$ cat src/rtl/button_pkg.sv
// Shared types for the push-button conditioning logic.
package button_pkg;

  // Debounce FSM states: idle, qualifying a press, held, qualifying a release.
  typedef enum logic [1:0] {
    IDLE         = 2'd0,
    PRESS_WAIT   = 2'd1,
    PRESSED      = 2'd2,
    RELEASE_WAIT = 2'd3
  } debounce_state_e;

endpackage

$ cat src/rtl/bit_sync.sv
// Multi-flop synchroniser for a single asynchronous input bit.
module bit_sync #(
  parameter int STAGES = 2
) (
  input  logic clk,
  input  logic reset,
  input  logic d,
  output logic q
);

  if (STAGES < 2) begin : g_stages_check
    $error("bit_sync: STAGES must be at least 2");
  end

  logic [STAGES-1:0] chain_reg;

  for (genvar gi = 0; gi < STAGES; gi++) begin : g_stage
    // Each stage samples the previous one; stage 0 samples the raw pin.
    if (gi == 0) begin : g_first
      always_ff @(posedge clk) begin
        if (reset) chain_reg[gi] <= 1'b0;
        else       chain_reg[gi] <= d;
      end
    end else begin : g_rest
      always_ff @(posedge clk) begin
        if (reset) chain_reg[gi] <= 1'b0;
        else       chain_reg[gi] <= chain_reg[gi-1];
      end
    end
  end

  assign q = chain_reg[STAGES-1];

endmodule

$ cat src/rtl/button_debounce.sv
// Push-button conditioner: synchronise, debounce, and emit a clean level
// plus single-cycle press, release and long-press pulses.
module button_debounce
  import button_pkg::*;
#(
  parameter int SYNC_STAGES       = 2,
  parameter int DEBOUNCE_CYCLES   = 16,
  parameter int LONG_PRESS_CYCLES = 64
) (
  input  logic clk,
  input  logic reset,
  input  logic button_raw,
  output logic button_level,
  output logic press_pulse,
  output logic release_pulse,
  output logic long_press
);

  if (SYNC_STAGES < 2) begin : g_sync_check
    $error("button_debounce: SYNC_STAGES must be at least 2");
  end
  if (DEBOUNCE_CYCLES < 2) begin : g_deb_check
    $error("button_debounce: DEBOUNCE_CYCLES must be at least 2");
  end
  if (LONG_PRESS_CYCLES < 1) begin : g_long_check
    $error("button_debounce: LONG_PRESS_CYCLES must be at least 1");
  end

  localparam int CNT_W = $clog2(DEBOUNCE_CYCLES);
  localparam int HC_W  = $clog2(LONG_PRESS_CYCLES + 1);
  // The entry cycle counts as the first stable cycle, so the counter stops
  // two short of the full window.
  localparam logic [CNT_W-1:0] CNT_LAST = CNT_W'(DEBOUNCE_CYCLES - 2);
  localparam logic [HC_W-1:0]  HC_MAX   = HC_W'(LONG_PRESS_CYCLES);
  localparam logic [HC_W-1:0]  HC_PRE   = HC_W'(LONG_PRESS_CYCLES - 1);

  logic s;

  bit_sync #(
    .STAGES(SYNC_STAGES)
  ) u_sync (
    .clk  (clk),
    .reset(reset),
    .d    (button_raw),
    .q    (s)
  );

  debounce_state_e  state_reg, state_next;
  logic [CNT_W-1:0] cnt_reg, cnt_next;
  logic [HC_W-1:0]  hc_reg, hc_next;
  logic             level_reg, level_next;
  logic             press_reg, press_next;
  logic             release_reg, release_next;
  logic             long_reg, long_next;

  // State, counters and registered outputs.
  always_ff @(posedge clk) begin
    if (reset) begin
      state_reg   <= IDLE;
      cnt_reg     <= '0;
      hc_reg      <= '0;
      level_reg   <= 1'b0;
      press_reg   <= 1'b0;
      release_reg <= 1'b0;
      long_reg    <= 1'b0;
    end else begin
      state_reg   <= state_next;
      cnt_reg     <= cnt_next;
      hc_reg      <= hc_next;
      level_reg   <= level_next;
      press_reg   <= press_next;
      release_reg <= release_next;
      long_reg    <= long_next;
    end
  end

  // Next-state, counter and pulse decode.
  always_comb begin
    state_next   = state_reg;
    cnt_next     = cnt_reg;
    hc_next      = hc_reg;
    press_next   = 1'b0;
    release_next = 1'b0;
    long_next    = 1'b0;
    unique case (state_reg)
      IDLE: begin
        if (s) begin
          state_next = PRESS_WAIT;
          cnt_next   = '0;
        end
      end
      PRESS_WAIT: begin
        if (!s) begin
          state_next = IDLE;
        end else if (cnt_reg == CNT_LAST) begin
          state_next = PRESSED;
          press_next = 1'b1;
          hc_next    = '0;
        end else begin
          cnt_next = cnt_reg + CNT_W'(1);
        end
      end
      PRESSED: begin
        if (hc_reg != HC_MAX) hc_next = hc_reg + HC_W'(1);
        if (!s) begin
          state_next = RELEASE_WAIT;
          cnt_next   = '0;
        end else if (hc_reg == HC_PRE) begin
          // Only fire while staying in PRESSED so the pulse never lands
          // in a release-qualification cycle.
          long_next = 1'b1;
        end
      end
      RELEASE_WAIT: begin
        if (s) begin
          state_next = PRESSED;
        end else if (cnt_reg == CNT_LAST) begin
          state_next   = IDLE;
          release_next = 1'b1;
        end else begin
          cnt_next = cnt_reg + CNT_W'(1);
        end
      end
      default: begin
        state_next = IDLE;
        cnt_next   = '0;
        hc_next    = '0;
      end
    endcase
    level_next = (state_next == PRESSED) || (state_next == RELEASE_WAIT);
  end

  assign button_level  = level_reg;
  assign press_pulse   = press_reg;
  assign release_pulse = release_reg;
  assign long_press    = long_reg;

endmodule

$ cat config.mk
export PLATFORM = sky130hd
export DESIGN_NAME = button_debounce
export DESIGN_NICKNAME = d
export VERILOG_FILES = /design/src/rtl/button_pkg.sv /design/src/rtl/bit_sync.sv /design/src/rtl/button_debounce.sv
export SDC_FILE = /design/constraint.sdc
export NUM_CORES = 1
export LEC_CHECK = 0
export CORE_AREA = 2 2 45 47
export DETAILED_ROUTE_END_ITERATION = 6
export DIE_AREA = 0 0 47 49
export GPL_TIMING_DRIVEN = 0
export PLACE_DENSITY_LB_ADDON = 0.2
export SYNTH_ARGS = -nofsm -noshare
export SYNTH_HDL_FRONTEND = slang
export SYNTH_SLANG_ARGS = --single-unit
$ cat constraint.sdc
create_clock -name clk -period 1.36 [get_ports clk]
set_input_delay 0.204 -clock clk [delete_from_list [all_inputs] [get_ports clk]]
set_output_delay 0.204 -clock clk [all_outputs]
set_load 0.1 [all_outputs]
==> impl_metrics.py, run 1 <==
metrics = {
    "detailed_routing": {
        "drt_first_pass_iters": 4,
        "antenna_left": 0,
        "drc": 0,
        "highest_layer": "met4",
        "viasPerCell": 5.016,
        "vias": 642,
        "drt_wl_total_um": 1519,
        "wl_per_cell_um": 11.87,
        "drt-met1-wl_um": 740,
        "wl_met3_um": 43,
        "drtIter0Drc": 8,
        "dr_wl_met2_um": 721,
    },
    "min_path": {
        "hold_path_class": "flop to flop",
        "whs_path_depth": 1,
    },
    "cts": {
        "clkTransAtPathRegs_ns": 0.11,
        "clk_path_buf_depth": 2,
        "holdBufCountCts": 0,
        "cts_tree": "yes",
        "numCtsBuffers": 3,
        "htreeDepth": 1,
        "insertion_delay_ns": 0.29,
        "root_buffer": "clkbuf_4",
        "clock-sinks": 18,
    },
    "global_routing": {
        "grt_start_max_net_pins": 11,
        "overflow": 0,
        "grt_pass1_vias": 594,
        "grt_pass1_wl_um": 2504,
        "track_usage_pct": 14.42,
        "antenna_found_initial": 0,
    },
    "sta": {
        "fin_worst_skew_ns": 0.008216,
        "fmax_ghz": 0.6709,
        "relSlewSlack_pct": 67.85,
        "setup_viol": 8,
        "holdWs_ns": 0.4493,
        "slew_viol_final": 0,
        "fin_crit_ns": 1.491,
        "fin_crit_sh_pct": 109.6,
        "fin_ws_ns": -0.1306,
        "hold_viol_final": 0,
        "rsz0062_at_grt": "yes",
        "tightestPinTransition_ns": 0.4856,
    },
    "setup_path": {
        "crit_path_max_incr_delay_ns": 0.37,
        "rr_worst_depth": 4,
        "cp.arrival_ns": 1.73,
        "cp.depth": 4,
        "worst-path-buf-inv": 0,
        "path_class": "flop to flop",
        "crit_fanout": 7,
        "critPathTopFamily": "compound AO/OA/AOI/OAI gates",
        "crit_path_cell_trace": "nor4b_4, a21oi_2, a211oi_4, a221o_1",
        "critPathSlowestCell": "dfxtp_4",
        "worstPathRequired_ns": 1.60,
        "start_kind": "flop",
        "end_kind": "flop",
    },
    "placed_design": {
        "dpl_cell_area_um2": 928.4,
        "dp_hpwl_um": 992.3,
        "dp_slack_ns": -0.4025,
        "port_buffers": 6,
        "gp_congestion": 0.8087,
        "place_inst": 117,
    },
    "power": {
        "power_leakage_nw": 0.4543,
        "peakVddDrop_mv": 0.4086,
        "powerDensity_mw_per_mm2": 845.9,
    },
    "outcome": {
        "outcome": "complete, but fails checks",
        "violations": "setup timing",
    },
    "cells_and_area": {
        "fin_area_mm2": 0.001077,
        "syn_to_final_growth_pct": 31.85,
        "final_common_cell": "dfxtp_1",
        "drive_gt1_share_pct": 38.61,
        "antennaDiodeCount": 0,
        "nets": 109,
        "largest_reg_flops": 7,
        "fin_cells": 128,
        "final_cell_mix": "dfxtp_1 (9), nor2_1 (7), dfxtp_2 (6)",
    },
    "synth": {
        "seq_area_frac_synth_pct": 44.10,
        "synth_nets": 91,
        "netlist_area_um2": 817.0,
        "ys_ff_latch": 18,
        "netlist-cell-type-count": 31,
        "synth_cells": 84,
        "synth.avg_cell_area_um2": 9.727,
        "yosysWarnings": 0,
    },
    "floorplan": {
        "start_util_pct": 44.36,
        "rows": 16,
        "fp.coreArea_mm2": 0.001842,
        "die-area_mm2": 0.002303,
        "num_io_pins": 7,
        "die_w_um": 47,
        "die_h_um": 49,
    },
    "job": {
        "max-cap-violations": 0,
    },
}
-- report_power, final --
group	total, W	switching, W	internal, W
clock	0.000332	0.000169	0.000163
combinational	0.0000477	0.0000240	0.0000237
sequential	0.000531	0.00000514	0.000526
total	0.000911	0.000198	0.000713
-- through the flow --
stage	setup TNS [ns]	power, W	util [%]
floorplan	-0.5680	0.0005664	-
global placement	-3.574	0.0005777	50.41
detailed placement	-3.870	0.0005788	50.41
CTS	-0.8122	0.0009110	55.10
global route	-1.509	0.0009451	58.49
finish	-0.8365	0.0009113	58.49
-- synth_stat cells --
master     n  area (µm²)
dfxtp_1   18       360.4
nor2_1     8       30.03
inv_1      6       22.52
and3_1     4       25.02
ha_1       4       50.05
nand3_1    4       20.02
nor2b_1    4       25.02
nand2_1    3       11.26
nor3_1     3       15.01
xor2_1     3       26.28
a21o_1     2       15.01
a21oi_1    2       10.01
a21oi_2    2       17.52
a221o_1    2       20.02
a22o_1     2       17.52
xnor2_1    2       17.52
a211o_1    1       8.760
a211oi_2   1       12.51
a31o_2     1       8.760
and3b_1    1       8.760
clkbuf_1   1       3.750
mux2_1     1       11.26
nand2b_1   1       6.260
nand4_1    1       6.260
nor3b_1    1       7.510
nor4_1     1       6.260
nor4b_1    1       8.760
nor4b_4    1       23.77
or2_0      1       6.260
or3_1      1       6.260
or3b_1     1       8.760
-- layout make-up --
| cell class | instances | area, µm² |
|---|---|---|
| clock buffers | 4 | 36.28 |
| flip-flops and latches | 18 | 379.1 |
| repair buffers | 13 | 102.6 |
| multi-input cells | 59 | 495.5 |
| well taps | 27 | 33.78 |
| inverters | 6 | 25.02 |
| plain buffers | 1 | 5.005 |
| fillers | 171 | 764.5 |
-- routing by layer --
metal  vias up  track usage [%]
li1        327                -
met1       303            19.16
met2        10            22.83
met3         2            2.222
met4         0            5.556
met5         -                0
-- path summary, 6_finish.rpt --
check	slack, ns	end	from
worst max register to register	-0.13	hc_reg[4]	hc_reg[2]
worst min register to register	0.45	u_sync.q	u_sync.chain_reg[0]
worst min-delay path	0.45	u_sync.q	u_sync.chain_reg[0]
worst max-delay path	-0.13	hc_reg[4]	hc_reg[2]
-- timing repair --
item                       in CTS  in global routing
buffers inserted                4                  3
gates cloned                    0                  0
setup endpoints to repair      13                 16
resized for setup              30                 14
pin swaps                       7                  7
-- cells by family after synthesis --
| group | Yosys count | share of synthesized area, % |
|---|---|---|
| and+or+nand+nor | 36 | 26.34 |
| DFF | 18 | 44.10 |
| AOI/OAI and AO/OA | 13 | 13.48 |
| buffers and inverters | 7 | 3.215 |
| xor gates and xnor gates | 5 | 5.361 |
| adders and majority gates | 4 | 6.126 |
| muxes | 1 | 1.378 |
(Power assumes the default switching activity.)
==> run 2, diff against run 1 <==
Settings changed: CORE_AREA 2 2 45 47 to 2 2 43 45, CTS_BUF_LIST from default to sky130_fd_sc_hd__clkbuf_8, DIE_AREA 0 0 47 49 to 0 0 45 47, PLACE_DENSITY from default to 0.83, PLACE_DENSITY_LB_ADDON 0.2 to default.
==> run 2 against run 1 <==
Net effect: the run still ends with setup timing left; critical path depth grew 2; clock-buffer cell count unchanged; flip-flop and latch count did not move; register-to-register slack worse by 0.02 ns; non-clock buffer count increased by 8; hold slack worse by 0.0018 ns; final cell count fell by 1.6%; cell area is 9.5% higher; die area is 8.2% lower; critical path type unchanged.
==> impl_metrics.py, run 2 (synthesis results as in run 1) <==
metrics = {
    "outcome": {
        "outcome": "complete, but fails checks",
        "violations": "setup timing",
    },
    "floorplan": {
        "rows": 15,
        "die_h_um": 47,
        "die-area_mm2": 0.002115,
        "start_util_pct": 49.47,
        "die_w_um": 45,
        "num_io_pins": 7,
        "fp.coreArea_mm2": 0.001652,
    },
    "global_routing": {
        "grt_pass1_vias": 659,
        "antenna_found_initial": 0,
        "track_usage_pct": 17.87,
        "grt_pass1_wl_um": 2684,
        "overflow": 0,
        "grt_start_max_net_pins": 11,
    },
    "power": {
        "powerDensity_mw_per_mm2": 881.1,
        "switching_share_pct": 21.96,
        "peakVddDrop_mv": 0.5817,
        "p_int_w": 0.0008114,
        "pwr-share-clk_pct": 43.7,
        "seq_power_share_pct": 51.2,
        "finalPower_w": 0.001040,
        "switching_power_w": 0.0002283,
        "power_frac_comb_pct": 5.1,
        "power_leakage_nw": 0.4860,
    },
    "cells_and_area": {
        "final_cell_mix": "buf_4 (14), dfxtp_1 (10), nor2_1 (7)",
        "antennaDiodeCount": 0,
        "nets": 117,
        "fin_area_mm2": 0.001180,
        "drive_gt1_share_pct": 48.62,
        "syn_to_final_growth_pct": 44.41,
        "fillers": 105,
        "largest_reg_flops": 7,
        "final_common_cell": "buf_4",
    },
    "setup_path": {
        "cp.arrival_ns": 1.66,
        "path_class": "flop to flop",
        "crit_fanout": 7,
        "end_kind": "flop",
        "r2r_slack_ns": -0.15,
        "worstPathRequired_ns": 1.51,
        "start_kind": "flop",
    },
    "detailed_routing": {
        "drt_wl_total_um": 1810,
        "vias": 693,
        "antenna_left": 0,
        "drt_first_pass_iters": 4,
        "viasPerCell": 5.500,
        "wl_per_cell_um": 14.37,
        "drtIter0Drc": 16,
        "drc": 0,
    },
    "sta": {
        "fin_crit_sh_pct": 110.8,
        "hold_viol_final": 0,
        "fin_worst_skew_ns": 0.001029,
        "fin_crit_ns": 1.507,
        "setup_tns_ns": -0.6973,
        "fmax_ghz": 0.6638,
        "rsz0062_at_grt": "yes",
        "setup_viol": 9,
        "relSlewSlack_pct": 64.12,
        "tightestPinTransition_ns": 0.5407,
        "slew_viol_final": 0,
        "fin_ws_ns": -0.1466,
        "holdWs_ns": 0.4475,
    },
    "placed_design": {
        "gp_congestion": 0.7666,
        "dpl_cell_area_um2": 915.9,
        "dp_hpwl_um": 987.8,
        "dp_slack_ns": -0.3801,
        "port_buffers": 6,
    },
    "job": {
        "max-cap-violations": 0,
    },
    "cts": {
        "clock-sinks": 18,
        "clkTransAtPathRegs_ns": 0.07,
        "numCtsBuffers": 3,
        "htreeDepth": 1,
        "insertion_delay_ns": 0.26,
        "cts_tree": "yes",
        "root_buffer": "clkbuf_8",
        "clk_path_buf_depth": 2,
    },
    "min_path": {
        "hold_path_class": "flop to flop",
    },
}
-- run 2: cell count changes in the layout (fill, tap and decap cells not counted), sizes merged --
cell and change:
buf +6, clkdlybuf4s15 +2, clkbuf -1, clkdlybuf4s18 +1
-- run 2: area by class of cell --
class / count / area [µm²] / area share, %
Clock buffer: 4 / 55.05 / 4.666
Sequential cell: 18 / 377.9 / 32.03
Tap cell: 17 / 21.27 / 1.803
Inverter: 6 / 22.52 / 1.909
Multi-Input combinational cell: 59 / 524.3 / 44.43
Buffer: 1 / 5.005 / 0.4242
Timing Repair Buffer: 21 / 173.9 / 14.74
-- run 2: through the flow --
stage                     cells  utilization [%]
after detailed placement    107            55.45
after CTS                   123            67.65
after floorplan              84                -
after global placement      107            55.45
after global routing        126            71.44
final                       126            71.44
-- run 2: layer usage --
| metal | vias to the layer above | share of wire [%] | global-route usage, % |
|---|---|---|---|
| met5 | - | 0 | 0 |
| met1 | 329 | 46 | 19.63 |
| met2 | 14 | 48 | 30.86 |
| met4 | 0 | 2.3 | 12.94 |
| li1 | 345 | - | - |
| met3 | 5 | 4.0 | 3.462 |
-- run 2: path summary, 6_finish.rpt --
path | startpoint | endpoint | cells past startpoint
worst max-delay path | cnt_reg[0] | hc_reg[2] | 6
worst min-delay path | u_sync.chain_reg[0] | u_sync.q | 1
worst max register to register | cnt_reg[0] | hc_reg[2] | 6
worst min register to register | u_sync.chain_reg[0] | u_sync.q | 1
-- run 2: power by group through the flow --
| stage | Combinational, W | Clock [W] | Sequential, W |
|---|---|---|---|
| 2_1_floorplan | 0.0000208 | 0 | 0.000546 |
| 3_3_place_gp | 0.0000306 | 0 | 0.000546 |
| 3_5_place_dp | 0.0000320 | 0 | 0.000547 |
| 4_1_cts | 0.0000431 | 0.000456 | 0.000533 |
| 5_1_grt | 0.0000568 | 0.000488 | 0.000532 |
| 6_report | 0.0000530 | 0.000454 | 0.000532 |
-- run 2: critical path, cell delays in order (launching register included) --
cell and delay, ns:
dfxtp_2 0.33, inv_2 0.07, ha_4 0.12, nand4_1 0.20, nor2_2 0.24, a211oi_4 0.08
a221o_1 0.35
-- run 2: repair_timing --
action / CTS / global route
endpoints found under the setup margin: 13 / 13
gates resized for setup: 33 / 10
pin swaps: 13 / 12
setup buffers: 12 / 5
hold buffers: 0 / 0
